$ cat src/rtl/hash160_pkg.sv
// Shared constants and types for the Hash160 front end (text loader and SHA-256 core).
package hash160_pkg;

  localparam int unsigned DATA_W    = 8;
  localparam int unsigned NUM_BYTES = 64;
  localparam int unsigned BLK_W     = NUM_BYTES * DATA_W;
  localparam int unsigned CNT_W     = $clog2(NUM_BYTES);

  localparam logic [DATA_W-1:0] START_BYTE = 8'hAA;
  localparam logic [CNT_W-1:0]  CNT_LAST   = CNT_W'(NUM_BYTES - 1);

  typedef enum logic [1:0] {
    IDLE = 2'd0,
    LOAD = 2'd1,
    HOLD = 2'd2
  } loader_state_t;

  typedef logic [31:0] sha_word_t;

endpackage

$ cat src/rtl/text_loader.sv
// Frames the byte stream into 512-bit blocks for the SHA-256 core.
// Optional sticky overrun flag when built with TEXT_LOADER_OVERRUN_EN.
//
// state | meaning
// IDLE  | waiting for START_BYTE
// LOAD  | shifting in NUM_BYTES payload bytes, one per clock
// HOLD  | block valid, waiting for i_block_ready
module text_loader
  import hash160_pkg::*;
(
  input  logic              clk,
  input  logic              rst_n,
  input  logic [DATA_W-1:0] i_text,
  input  logic              i_block_ready,
  output logic [BLK_W-1:0]  o_block,
  output logic              o_block_valid,
`ifdef TEXT_LOADER_OVERRUN_EN
  output logic              o_overrun,
`endif
  output logic              o_busy
);

  loader_state_t    state;
  logic [CNT_W-1:0] cnt;
  logic             is_start;

  assign is_start = (i_text == START_BYTE);

  always_ff @(posedge clk or negedge rst_n) begin
    if (!rst_n) begin
      state         <= IDLE;
      cnt           <= '0;
      o_block       <= '0;
      o_block_valid <= 1'b0;
      o_busy        <= 1'b0;
    end else begin
      unique case (state)
        IDLE: begin
          if (is_start) begin
            state  <= LOAD;
            cnt    <= '0;
            o_busy <= 1'b1;
          end
        end
        LOAD: begin
          // Every byte is payload here, including START_BYTE.
          o_block <= {o_block[BLK_W-DATA_W-1:0], i_text};
          cnt     <= cnt + 1'b1;
          if (cnt == CNT_LAST) begin
            state         <= HOLD;
            o_block_valid <= 1'b1;
          end
        end
        HOLD: begin
          if (i_block_ready) begin
            o_block_valid <= 1'b0;
            cnt           <= '0;
            // A start byte on the handshake edge opens the next block with no lost cycle.
            if (is_start) begin
              state <= LOAD;
            end else begin
              state  <= IDLE;
              o_busy <= 1'b0;
            end
          end
        end
        default: begin
          state         <= IDLE;
          cnt           <= '0;
          o_block_valid <= 1'b0;
          o_busy        <= 1'b0;
        end
      endcase
    end
  end

`ifdef TEXT_LOADER_OVERRUN_EN
  always_ff @(posedge clk or negedge rst_n) begin
    if (!rst_n) begin
      o_overrun <= 1'b0;
    end else if (state == HOLD && is_start && !i_block_ready) begin
      o_overrun <= 1'b1;
    end
  end
`endif

endmodule
$ cat config.mk
export PLATFORM = sky130hd
export DESIGN_NAME = text_loader
export DESIGN_NICKNAME = d
export VERILOG_FILES = /design/src/rtl/hash160_pkg.sv /design/src/rtl/text_loader.sv
export SDC_FILE = /design/constraint.sdc
export NUM_CORES = 1
export LEC_CHECK = 0
export BUFFER_PORTS_ARGS = -buffer_cell sky130_fd_sc_hd__buf_2
export CAP_MARGIN = 0
export CORE_AREA = 2 2 202 204
export CTS_BUF_LIST = sky130_fd_sc_hd__clkbuf_8 sky130_fd_sc_hd__clkbuf_16
export DETAILED_ROUTE_END_ITERATION = 8
export DIE_AREA = 0 0 204 206
export GPL_ROUTABILITY_DRIVEN = 1
export HOLD_SLACK_MARGIN = 0.1
export PLACE_DENSITY = 0.83
export SLEW_MARGIN = 20
export SYNTH_ARGS = -nofsm -noshare
export SYNTH_HDL_FRONTEND = slang
export SYNTH_SLANG_ARGS = --single-unit
export TNS_END_PERCENT = 1
$ cat constraint.sdc
create_clock -name clk -period 1.6 [get_ports clk]
set_input_delay 0.24 -clock clk [delete_from_list [all_inputs] [get_ports clk]]
set_output_delay 0.24 -clock clk [all_outputs]
set_load 0.03 [all_outputs]
==> metrics.cfg <==
[timing]
slew_headroom_pct=54.5
finalSetupTns_ns=0
tightest_slew_ns=0.680
finalMaxSlewViolations=0
grt_setup_unrepaired=false
fmax_ghz=0.644
layout_worst_path_cycle_share_pct=97.0
clock_skew_ns=0.0102
fin_crit_ns=1.55
hold_viol_final=0
setup_violations=0

[worst_setup_path]
critPathMaxStageDelay_ns=0.49
critical-path-slowest-cell=dfrtp_1
worstPathMaxFanout=3
crit_buf_inv=1
crit_type=reg -> out
cp-start-kind=flop
cp_cell_sequence=buf_2
crit_arrival_ns=1.31
cp.required_ns=1.36
end_kind=output pin
crit_family=flip-flops
reg2reg_slack_ns=0.10

[cells_and_area]
seq_area_mm2=0.0131
fill_cells=3117
layout_commonest_cell=nand2_1
layout_common_cells=nand2_1, buf_2, dfrtp_1, clkbuf_16, buf_4
multiInputGateArea_mm2=0.00605
layout.nets=2778
synthToLayoutAreaGrowth_pct=28.1
drive_gt1_share_pct=24.3

[pwr]
leakage_nw=15.9
p_switching_mw=9.45
powerDensity_mw_per_mm2=1270
clockPowerShare_pct=38.5
swShare_pct=29.3
power_mw=32.2
ir_worst_vdd_mv=1.15
intPower_mw=22.7
seq_power_share_pct=45.6
combinationalPowerShare_pct=16.0

[drt]
viasPerCell=5.06
first_pass_iters=8
drt-initial-drc-count=1282
ant_nets=0
drcViolationCount=0
wl_per_cell_um=17.0
num_vias=16900
routed_wl_um=56700

[yosys]
ys_seq_area_share_pct=66.2
netlist_instances=2218
syn_avg_cell_area_um2=8.89
synth_top_cell_by_area=dfrtp_1
yosysUniqueCellTypes=27
ys_ff_latch=522
synth_warnings=0
synth.area.top_cells=dfrtp_1, nand2_1, buf_2
synth_fp_nets=2230
syn_area_mm2=0.0197
synth_top_area_share_pct=66.2

[place]
gp_congestion=0.897
dp_hpwl_um=39900
port-buffer-count=524

[grt]
grt_pass1_vias=16400
grt_pass1_wl_um=87600
antenna_found_initial=1
grt_max_degree=89
grt_usage_pct=26.3
globalRouteOverflowTotal=0

[min_path]
hp-class=in -> async

[clock_tree]
htreeDepth=2
clk_latency_ns=0.57
path_clk_slew_ns=0.06
cts_setup_buffers=0
cts_max_path_buffers=3
cts_made_buffers=51
cts_tree=built
root_buffer=clkbuf_16
clock_sinks=522

[floorplan]
die_h_um=206
initial_core_util_pct=49.1
ioPinCount=525
die_area_mm2=0.0420
core_area_mm2=0.0402
dieWidth_um=204
rows=74

[job]
max-cap-violations=0

[status]
status=complete, no violations

[final cells by class]
class | instances | area share [%]
clock buffers | 66 | 5.96
flip-flops and latches | 522 | 51.7
well taps | 532 | 2.63
diodes | 1 | 0.00990
multi-input cells | 1577 | 23.9
inverters | 3 | 0.0446
repair buffers | 611 | 14.8
clock inverters | 22 | 0.926
[cells by family (layout without fill, tap and decap cells)]
group | after synthesis | count (layout) | share of synthesized area (%)
AO/OA/AOI/OAI | 19 | 19 | 0.628
XOR/XNOR | 1 | 1 | 0.0444
adder cells (fa/ha/maj) | 1 | 1 | 0.0634
buffers and inverters | 119 | 702 | 3.20
flip-flops | 522 | 522 | 66.2
other | 0 | 1 | 0
AND/OR/NAND/NOR | 1556 | 1556 | 29.8
[flip-flops by register name, summed over array words and instances, names as in the netlist]
name	cells
o_block	512
o_block_valid	1
cnt	6
o_busy	1
state	2
[synthesized netlist by cell type]
master	n
nand2_1	1540
dfrtp_1	522
buf_2	70
clkbuf_1	28
buf_6	12
a21oi_1	5
buf_1	4
nand3_1	4
o21ai_0	4
inv_1	3
nor2_1	3
a31oi_1	2
and3_1	2
and4bb_2	2
buf_4	2
nor2b_1	2
o211a_1	2
o211ai_1	2
a211o_1	1
a22oi_1	1
ha_1	1
nand2_2	1
nand2b_1	1
nor3_1	1
o21a_1	1
o31ai_1	1
xor2_1	1
[through the flow]
stage          cells  utilization [%]  cell area (µm²)  hold slack (ns)  worst slack (ns)
2_1_floorplan   2218                -            19700          -0.0556             0.262
3_3_place_gp    3233             58.2            23400            0.117             0.142
3_5_place_dp    3233             58.2            23400            0.112            0.0840
4_1_cts         3333             62.8            25300            0.276            0.0166
5_1_grt         3333             62.9            25300            0.310          0.000758
6_report        3334             62.9            25300            0.306            0.0483
[routing by layer]
layer	vias up	wire length (µm)	track usage [%]
met1	8219	21600	31.5
met2	701	27800	44.6
met4	0	2700	12.3
met3	163	4670	6.94
met5	-	0	0
li1	7781	-	-
[what timing repair did]
action,in CTS,in global routing
setup endpoints to repair,0,24
endpoints found under the hold margin,535,0
hold buffers,12,0
gates resized for setup,0,2
[power by group through the flow]
stage / logic (mW) / clock network (mW) / registers [mW]
2_1_floorplan: 1.68 / 0 / 16.2
3_3_place_gp: 4.97 / 0 / 14.8
3_5_place_dp: 5.09 / 0 / 14.9
4_1_cts: 5.13 / 12.5 / 14.7
5_1_grt: 5.49 / 13.1 / 14.8
6_report: 5.14 / 12.4 / 14.7
[worst paths after layout]
| kind | cells past startpoint | to | startpoint |
|---|---|---|---|
| setup / recovery | 1 | o_block[447] | o_block[447] |
| setup reg to reg | 6 | o_block[177] | state[1] |
| max in group asynchronous | 3 | o_block[440] | rst_n |
| min in group clk | 4 | o_block[4] | i_text[4] |
| hold reg to reg | 2 | o_block[509] | o_block[509] |
| hold / removal | 3 | o_block[382] | rst_n |
Power figures use the tool's default switching activity.
